**src/rtl/ccd_capture_pkg.sv**
```systemverilog
// Shared types for the CCD capture front-end: FSM state encoding and ROI window payload.
package ccd_capture_pkg;

  // ROI fields are carried at this width; CNT_W of the users must not exceed it.
  localparam int unsigned ROI_CW = 16;

  typedef logic [1:0] cap_state_t;
  localparam cap_state_t IDLE     = 2'd0;
  localparam cap_state_t WAIT_SOF = 2'd1;
  localparam cap_state_t ACTIVE   = 2'd2;

  typedef struct packed {
    logic [ROI_CW-1:0] x0;
    logic [ROI_CW-1:0] y0;
    logic [ROI_CW-1:0] w;
    logic [ROI_CW-1:0] h;
  } roi_t;

endpackage

```
**src/rtl/ccd_roi_window.sv**
```systemverilog
// Per-frame shadow of ROI/line-width/mode settings plus the combinational window compare.
module ccd_roi_window
  import ccd_capture_pkg::*;
#(
  parameter int unsigned CNT_W = 11
) (
  input  logic             iCLK,
  input  logic             iRST,
  input  logic             iLatch,
  input  roi_t             iRoi,
  input  logic [CNT_W-1:0] iLineW,
  input  logic             iSingle,
  input  logic [CNT_W-1:0] iFx,
  input  logic [CNT_W-1:0] iFy,
  output logic [CNT_W-1:0] oLineW,
  output logic             oSingle,
  output logic             oInRoi_c,
  output logic             oEolHit_c,
  output logic             oFullW_c,
  output logic [CNT_W-1:0] oRelX_c,
  output logic [CNT_W-1:0] oRelY_c
);

  // One extra bit so origin + size never wraps.
  localparam int unsigned CW = ROI_CW + 1;

  roi_t          roiSh;
  logic [CW-1:0] fxE, fyE, xEnd, yEnd;
  logic          inX, inY;

  // Settings are frozen at start of frame so mid-frame register writes cannot tear a frame.
  always_ff @(posedge iCLK or posedge iRST) begin
    if (iRST) begin
      roiSh   <= '0;
      oLineW  <= '0;
      oSingle <= 1'b0;
    end else if (iLatch) begin
      roiSh   <= iRoi;
      oLineW  <= iLineW;
      oSingle <= iSingle;
    end
  end

  always_comb begin
    fxE       = CW'(iFx);
    fyE       = CW'(iFy);
    xEnd      = CW'(roiSh.x0) + CW'(roiSh.w);
    yEnd      = CW'(roiSh.y0) + CW'(roiSh.h);
    inX       = (fxE >= CW'(roiSh.x0)) && ((roiSh.w == '0) || (fxE < xEnd));
    inY       = (fyE >= CW'(roiSh.y0)) && ((roiSh.h == '0) || (fyE < yEnd));
    oInRoi_c  = inX && inY;
    oFullW_c  = (roiSh.w == '0);
    oEolHit_c = !oFullW_c && (fxE == (xEnd - CW'(1)));
    oRelX_c   = CNT_W'(fxE - CW'(roiSh.x0));
    oRelY_c   = CNT_W'(fyE - CW'(roiSh.y0));
  end

endmodule

```
**src/rtl/ccd_capture_roi.sv**
```systemverilog
// Camera pixel-bus capture: arm/disarm, single-shot, measured line length, ROI crop.
// With ROI width 0 the line end is only visible when iLVAL drops, so oEOL then trails the last beat by one cycle.
module ccd_capture_roi
  import ccd_capture_pkg::*;
#(
  parameter int unsigned DATA_W      = 10,
  parameter int unsigned CNT_W       = 11,
  parameter int unsigned FRAME_CNT_W = 32
) (
  input  logic                   iCLK,
  input  logic                   iRST,
  input  logic [DATA_W-1:0]      iDATA,
  input  logic                   iFVAL,
  input  logic                   iLVAL,
  input  logic                   iSTART,
  input  logic                   iEND,
  input  logic                   iSINGLE,
  input  logic [CNT_W-1:0]       iLINE_W,
  input  logic [CNT_W-1:0]       iROI_X0,
  input  logic [CNT_W-1:0]       iROI_Y0,
  input  logic [CNT_W-1:0]       iROI_W,
  input  logic [CNT_W-1:0]       iROI_H,
  output logic [DATA_W-1:0]      oDATA,
  output logic                   oDVAL,
  output logic [CNT_W-1:0]       oX_Cont,
  output logic [CNT_W-1:0]       oY_Cont,
  output logic                   oSOF,
  output logic                   oEOL,
  output logic [FRAME_CNT_W-1:0] oFrame_Cont,
  output logic                   oBusy,
  output logic                   oLineErr
);

  localparam logic [CNT_W-1:0] CNT_MAX = '1;

  cap_state_t       state, stateNext;
  logic             armed, armedNext, autoDisarm, latch;
  logic             preFval, preLval, rise, fall, lvalFall;
  logic [CNT_W-1:0] fx, fy, fxNext, fyNext;
  logic             lineErrSet, sofPend;
  logic             dvalNext, eolNext, sofNext;
  roi_t             roiIn;
  logic [CNT_W-1:0] lineWSh, relX, relY;
  logic             singleSh, inRoi, eolHit, fullW;

  assign rise     = !preFval && iFVAL;
  assign fall     = preFval && !iFVAL;
  assign lvalFall = preLval && !iLVAL;

  always_comb begin
    roiIn    = '0;
    roiIn.x0 = ROI_CW'(iROI_X0);
    roiIn.y0 = ROI_CW'(iROI_Y0);
    roiIn.w  = ROI_CW'(iROI_W);
    roiIn.h  = ROI_CW'(iROI_H);
  end

  ccd_roi_window #(.CNT_W(CNT_W)) u_win (
    .iCLK     (iCLK),
    .iRST     (iRST),
    .iLatch   (latch),
    .iRoi     (roiIn),
    .iLineW   (iLINE_W),
    .iSingle  (iSINGLE),
    .iFx      (fx),
    .iFy      (fy),
    .oLineW   (lineWSh),
    .oSingle  (singleSh),
    .oInRoi_c (inRoi),
    .oEolHit_c(eolHit),
    .oFullW_c (fullW),
    .oRelX_c  (relX),
    .oRelY_c  (relY)
  );

  // Next-state logic; frames are only entered on a clean FVAL rise.
  always_comb begin
    stateNext  = state;
    latch      = 1'b0;
    autoDisarm = 1'b0;
    case (state)
      IDLE: begin
        if (armed) stateNext = WAIT_SOF;
      end
      WAIT_SOF: begin
        if (!armed) begin
          stateNext = IDLE;
        end else if (rise) begin
          stateNext = ACTIVE;
          latch     = 1'b1;
        end
      end
      ACTIVE: begin
        if (fall) begin
          if (singleSh || !armed) begin
            stateNext  = IDLE;
            autoDisarm = 1'b1;
          end else begin
            stateNext = WAIT_SOF;
          end
        end
      end
      default: stateNext = IDLE;
    endcase
  end

  always_comb begin
    armedNext = armed;
    if (iEND)            armedNext = 1'b0;
    else if (iSTART)     armedNext = 1'b1;
    else if (autoDisarm) armedNext = 1'b0;
  end

  // Pixel/line counters and line-length check; FVAL falling mid-line is a truncated line.
  always_comb begin
    fxNext     = fx;
    fyNext     = fy;
    lineErrSet = 1'b0;
    if (state == ACTIVE) begin
      if (fall) begin
        fxNext = '0;
        fyNext = '0;
        if (lineWSh != '0) begin
          if (iLVAL)                         lineErrSet = 1'b1;
          else if (preLval && fx != lineWSh) lineErrSet = 1'b1;
        end
      end else if (iLVAL) begin
        fxNext = (fx == CNT_MAX) ? fx : fx + CNT_W'(1);
      end else if (preLval) begin
        fxNext = '0;
        fyNext = (fy == CNT_MAX) ? fy : fy + CNT_W'(1);
        if (lineWSh != '0 && fx != lineWSh) lineErrSet = 1'b1;
      end
    end else begin
      fxNext = '0;
      fyNext = '0;
    end
  end

  always_comb begin
    dvalNext = (state == ACTIVE) && iLVAL && inRoi;
    sofNext  = dvalNext && sofPend;
    eolNext  = (dvalNext && eolHit && !fall) ||
               (fullW && oDVAL && (state == ACTIVE) && lvalFall);
  end

  always_ff @(posedge iCLK or posedge iRST) begin
    if (iRST) begin
      state       <= IDLE;
      armed       <= 1'b0;
      preFval     <= 1'b0;
      preLval     <= 1'b0;
      fx          <= '0;
      fy          <= '0;
      sofPend     <= 1'b0;
      oDATA       <= '0;
      oDVAL       <= 1'b0;
      oX_Cont     <= '0;
      oY_Cont     <= '0;
      oSOF        <= 1'b0;
      oEOL        <= 1'b0;
      oFrame_Cont <= '0;
      oBusy       <= 1'b0;
      oLineErr    <= 1'b0;
    end else begin
      state   <= stateNext;
      armed   <= armedNext;
      preFval <= iFVAL;
      preLval <= iLVAL;
      fx      <= fxNext;
      fy      <= fyNext;
      if (latch)         sofPend <= 1'b1;
      else if (dvalNext) sofPend <= 1'b0;
      oDATA <= iDATA;
      oDVAL <= dvalNext;
      if (dvalNext) begin
        oX_Cont <= relX;
        oY_Cont <= relY;
      end
      oSOF  <= sofNext;
      oEOL  <= eolNext;
      oBusy <= (stateNext == ACTIVE);
      if (latch) oFrame_Cont <= oFrame_Cont + FRAME_CNT_W'(1);
      if (lineErrSet)  oLineErr <= 1'b1;
      else if (iSTART) oLineErr <= 1'b0;
    end
  end

endmodule

```
**config.mk**
```make
export PLATFORM = sky130hd
export DESIGN_NAME = ccd_capture_roi
export DESIGN_NICKNAME = d
export VERILOG_FILES = /design/src/rtl/ccd_capture_pkg.sv /design/src/rtl/ccd_roi_window.sv /design/src/rtl/ccd_capture_roi.sv
export SDC_FILE = /design/constraint.sdc
export NUM_CORES = 1
export LEC_CHECK = 0
export CAP_MARGIN = 30
export CORE_MARGIN = 4
export CORE_UTILIZATION = 56
export CTS_CLUSTER_SIZE = 25
export DETAILED_ROUTE_END_ITERATION = 16
export MAX_ROUTING_LAYER = met4
export PLACE_DENSITY_LB_ADDON = 0.3
export SLEW_MARGIN = 20
export SYNTH_ARGS = -nofsm -noshare
export SYNTH_HDL_FRONTEND = slang
export SYNTH_HIERARCHICAL = 1
export SYNTH_SLANG_ARGS = --single-unit
```
**constraint.sdc**
```tcl
create_clock -name iCLK -period 4.8 [get_ports iCLK]
set_input_delay 0.96 -clock iCLK [delete_from_list [all_inputs] [get_ports iCLK]]
set_output_delay 0.96 -clock iCLK [all_outputs]
set_load 0.005 [all_outputs]
```
Yosys cells after proc, flatten, opt, wreduce, memory -nomap -nowiden --
Index checks and enable logic that the tools add are counted.
Operators by class: multiplexer cells 37, reduce and logical (&&, ||, !) cells 36, equality and inequality tests 12, $lt $le $gt $ge 4, $add $sub $neg 8
Operator list (number):
- $mux 11 | 10
- $lt 11x17->1 | 2
- $add 32x1->32 const B | 1
- $logic_not 16->1 | 2
- $add 11x11->12 | 2
- $add 11x1->11 const B | 2
- $eq 11x11->1 const B | 2
- $ge 11x11->1 | 2
- $mux 1 | 22
- $sub 11x11->11 | 2
- $eq 11x17->1 | 1
- $logic_and 1x1->1 | 17
- $sub 17x1->17 const B | 1
- $ne 11x11->1 | 1
- $reduce_bool 11->1 | 1
- $ne 3x3->1 const B | 3
- $mux 2 | 4
- $ne 4x4->1 const B | 2
- $logic_not 1->1 | 6
- $pmux 2 s3 | 1
- $eq 2x2->1 const B | 2
- $logic_or 1x1->1 | 4
- $reduce_bool 2->1 | 2
- $reduce_and 3->1 | 1
- 4 further kinds | 4
Word-level totals: output and inout port bits 69, input bits 72, word-level logic and storage cells 119, flip-flop bits (word level) 153

Logic depth before layout (Yosys ltp) --
word-level depth 9, depth in mapped cells 23, mapped depth without buffers 22

Cells and area by module --
Netlist, hierarchy kept.
By module, submodules not included:
- ccd_roi_window | cells each 632, instances 1, area each 6088.3 um^2
- ccd_capture_roi | cells each 419, instances 1, area each 4274.1 um^2

Worst setup path after synthesis --
OpenSTA, ideal clock, no wires.
kind register to register, from register u_win/roiSh[20] in the netlist's numbering, to register oX_Cont[2], setup slack 0.953 ns, required time 4.735 ns, stages on the path, launching flop included 19, data arrival time 3.782 ns, clock period less this slack 3.847 ns, cells stage by stage dfrtp_1 ha_1 a21o_1 a31o_2 or4_4 a41oi_2 xnor2_1 inv_1 ha_1 a21oi_1 o21ai_0 maj3_1 nand4_1 o211a_1 nand3_1 inv_1 buf_2 nand2_1 nand2_1
Between the ends: cells in the longest elaborated chain, start to end 6, elaborated cells between the ends (all ways) 7, classes of those cells 1 x add/sub; 1 x order compare; 5 x reduce/logical
Ends and longest elaborated chain:
- from (decl) | line ccd_roi_window.sv:27 | roi_t roiSh;
- from (signal assigned) | line ccd_roi_window.sv:38 | roiSh <= iRoi;
- $add 11x11->12 | line ccd_roi_window.sv:47 | xEnd = CW'(roiSh.x0) + CW'(roiSh.w);
- $lt 11x17->1 | line ccd_roi_window.sv:49 | inX = (fxE >= CW'(roiSh.x0)) && ((roiSh.w == '0) || (fxE < xEnd));
- $logic_or 1x1->1 (*) | line ccd_roi_window.sv:49
- $logic_and 1x1->1 (*) | line ccd_roi_window.sv:49
- $logic_and 1x1->1 (*) | line ccd_roi_window.sv:51 | oInRoi_c = inX && inY;
- named net inRoi | line ccd_capture_roi.sv:44 | logic singleSh, inRoi, eolHit, fullW;
- $logic_and 1x1->1 (*) | line ccd_capture_roi.sv:141 | dvalNext = (state == ACTIVE) && iLVAL && inRoi;
- to (signal assigned) | line ccd_capture_roi.sv:177 | oX_Cont <= relX;
- to (decl) | line ccd_capture_roi.sv:25 | output logic [CNT_W-1:0] oX_Cont,
The timed path passes the listed nets; every way through them passes the cells marked *. A chain may end at the register's enable or synchronous reset.

Worst setup path after layout --
from register u_win/roiSh[20] in the netlist's numbering, to register oY_Cont[9]
Between the ends: cells in the longest elaborated chain, start to end 6, elaborated cells between the ends (all ways) 7, classes of those cells 1 x add/sub; 1 x order compare; 5 x reduce/logical
Ends and longest elaborated chain:
- $add 11x11->12 | line ccd_roi_window.sv:47
- $lt 11x17->1 | line ccd_roi_window.sv:49
- $logic_or 1x1->1 (*) | line ccd_roi_window.sv:49
- $logic_and 1x1->1 (*) | line ccd_roi_window.sv:49
- $logic_and 1x1->1 (*) | line ccd_roi_window.sv:51
- named net inRoi | line ccd_capture_roi.sv:44
- $logic_and 1x1->1 (*) | line ccd_capture_roi.sv:141
- to (signal assigned) | line ccd_capture_roi.sv:178 | oY_Cont <= relY;
- to (decl) | line ccd_capture_roi.sv:26 | output logic [CNT_W-1:0] oY_Cont,
Marks and branches as above.

==> results.ini <==
[clock_tree]
cts_resized=0
htreeDepth=4
hold_buffers=0
path_clk_slew_ns=0.07
tritoncts=done
clk_path_buf_depth=2
cts_buffers=17
cts-root-buf=clkbuf_16
clock_sinks=173
worstSkewPairLatency_ns=0.43
post-cts-setup-buffer-count=0

[synth]
yosysTopAreaCellShare_pct=41.78
ys_warn_count=6
ys_top_cells_by_area=dfrtp_1, ha_1, mux2_2
synth.yosys.seq_area_share_pct=41.78
synth_edf_count=0
synthCells=1051
async_reset_ff_share_pct=100.0
synthTopCellsByCount=dfrtp_1, nand2_1, ha_1
ys_seq_elements=173
synth_most_common_cell=dfrtp_1
synth-main-ff-cell=dfrtp_1
avgSynthCellArea_um2=9.860
synth_area_um2=10360
synth_cell_type_count=82
yosysTopAreaCell=dfrtp_1

[setup_path]
required_ns=5.16
crit_path_start_kind=flip-flop
critPathCaptureType=flip-flop
worstSetupPathType=reg -> reg
cp_max_fo=13
worst_ep_arrival_time_ns=4.74

[global_routing]
track_usage_pct=25.39
grt_pass1_vias=8376
grt_overflow=0
grt_max_degree=77
antenna_found_initial=0
grt_pass1_wl_um=41020

[sta]
fin_setup_tns_ns=0
rsz0062_at_grt=false
fmax_mhz=228.7
maxSlewHeadroom_pct=51.95
finalHoldViolCount=0
fin_crit_sh_pct=91.09
drv_slew=0
fin_crit_ns=4.372
fin_skew_ns=0.01290
finalSetupViolCount=0
tightest_slew_ns=0.7190

[cells_and_area]
multiInputGateArea_um2=5788
final_layout_size_suffix_gt1_share_pct=10.19
seqCellArea_um2=4329
nFillCells=1397
fin_util_pct=70.38
final_nets=1368
diodes=0
area_delta_synth_final_pct=22.83

[min_path]
hold_class=reg -> reg

[die]
start_util_pct=57.30
die_area_um2=20740
io_pins=141
fp.coreArea_um2=18090
die_width_um=144.0
die-height_um=144.0
rows=49

[placement]
place.gp.congestion=0.9279
dp_hpwl_um=18830
portBuffers=140

[detailed_routing]
drtIter0Drc=573
drt-pass1-iter-count=5
drt.antenna.violating_nets=0
wl_um=24510
vias=8279
drc=0
wl_per_cell_um=16.84
viasPerCell=5.686

[power]
power_density_nw_per_um2=430.4
p_leak_nw=5.922
vdd_drop_max_mv=0.2792
p_total_mw=5.478

[outcome]
status=complete, no violations

[job]
maxCapViolCount=0

per-layer routing:
metal,share of wire [%],track usage (%)
met1,43,32.08
met2,51,41.72
met3,3.7,3.869
met4,2.7,9.267
met5,0,-
registers in the layout, indices dropped and copies added, names as in the netlist:
| signal | cells |
|---|---|
| u_win/roiSh | 64 |
| oFrame_Cont | 32 |
| fx | 11 |
| fy | 11 |
| oX_Cont | 11 |
| oY_Cont | 11 |
| u_win/oLineW | 11 |
| oDATA | 10 |
| state | 2 |
| armed | 1 |
| oBusy | 1 |
| oDVAL | 1 |
| oEOL | 1 |
| oLineErr | 1 |
| oSOF | 1 |
| preFval | 1 |
| preLval | 1 |
| sofPend | 1 |
| u_win/oSingle | 1 |
stage by stage:
step                std cells  hold WS [ns]  instance area, um2  worst slack [ns]
finish                   1456        0.4720               12730            0.4278
global route             1456        0.4919               12730            0.1197
CTS                      1456        0.4769               12730            0.4330
detailed placement       1424        0.4648               12130            0.4650
global placement         1423        0.4580               12100            0.5874
floorplan                1070        0.4572               10430            0.9527
cell families after synthesis:
family | count (synthesis) | synth area share [%]
simple gates | 369 | 18.08
xor+xnor | 106 | 9.092
buf+inv | 82 | 3.055
other cells | 1 | 0.03619
flops | 173 | 41.78
compound gates | 177 | 11.21
fa+ha+maj | 83 | 10.29
mux | 60 | 6.472
layout by cell type (no fill, tap or decap), types with 27 or more instances in the layout:
| cell type | instances |
|---|---|
| dfrtp_1 | 173 |
| a21oi_1 | 45 |
| xnor2_1 | 64 |
| o21ai_0 | 55 |
| xor2_1 | 41 |
| nor2_1 | 62 |
| nand3_1 | 27 |
| nand2_1 | 140 |
| mux2_2 | 56 |
| inv_1 | 58 |
| clkdlybuf4s50_1 | 140 |
| ha_1 | 78 |
report_power, final:
group | switching [mW] | internal (mW)
Sequential | 0.181 | 1.66
Clock | 0.644 | 0.749
Combinational | 1.21 | 1.04
worst max-delay path, cell delays in order, from the launching register on:
cell	delay, ns
dfrtp_1	0.39
ha_1	0.41
a21o_1	0.25
a31o_2	0.25
or4_4	0.43
a41oi_2	0.22
xnor2_1	0.22
inv_1	0.12
ha_1	0.31
a21oi_1	0.13
o21ai_0	0.10
maj3_1	0.36
nand4_1	0.09
o211a_1	0.18
nand3_1	0.10
inv_1	0.30
buf_4	0.27
nand2_1	0.09
nand2_1	0.06
worst paths after layout:
path,slack [ns],depth (start not counted),end,from
hold reg to reg,0.47,1,oFrame_Cont[31],oFrame_Cont[31]
max in group asynchronous,2.96,4,oFrame_Cont[1],iRST
setup / recovery,0.43,18,oY_Cont[9],u_win/roiSh[20]
hold / removal,0.47,1,oFrame_Cont[31],oFrame_Cont[31]
setup reg to reg,0.43,18,oY_Cont[9],u_win/roiSh[20]
min in group asynchronous,0.99,2,fx[4],iRST
area by class of cell:
type	instances	share of cell area (%)
Timing Repair Buffer	146	11.72
Tap cell	229	2.251
Clock inverter	14	1.347
Sequential cell	173	34.01
Multi-Input combinational cell	815	45.47
Inverter	61	1.828
Clock buffer	18	3.372
No activity file was read; power rests on OpenSTA's default activity.
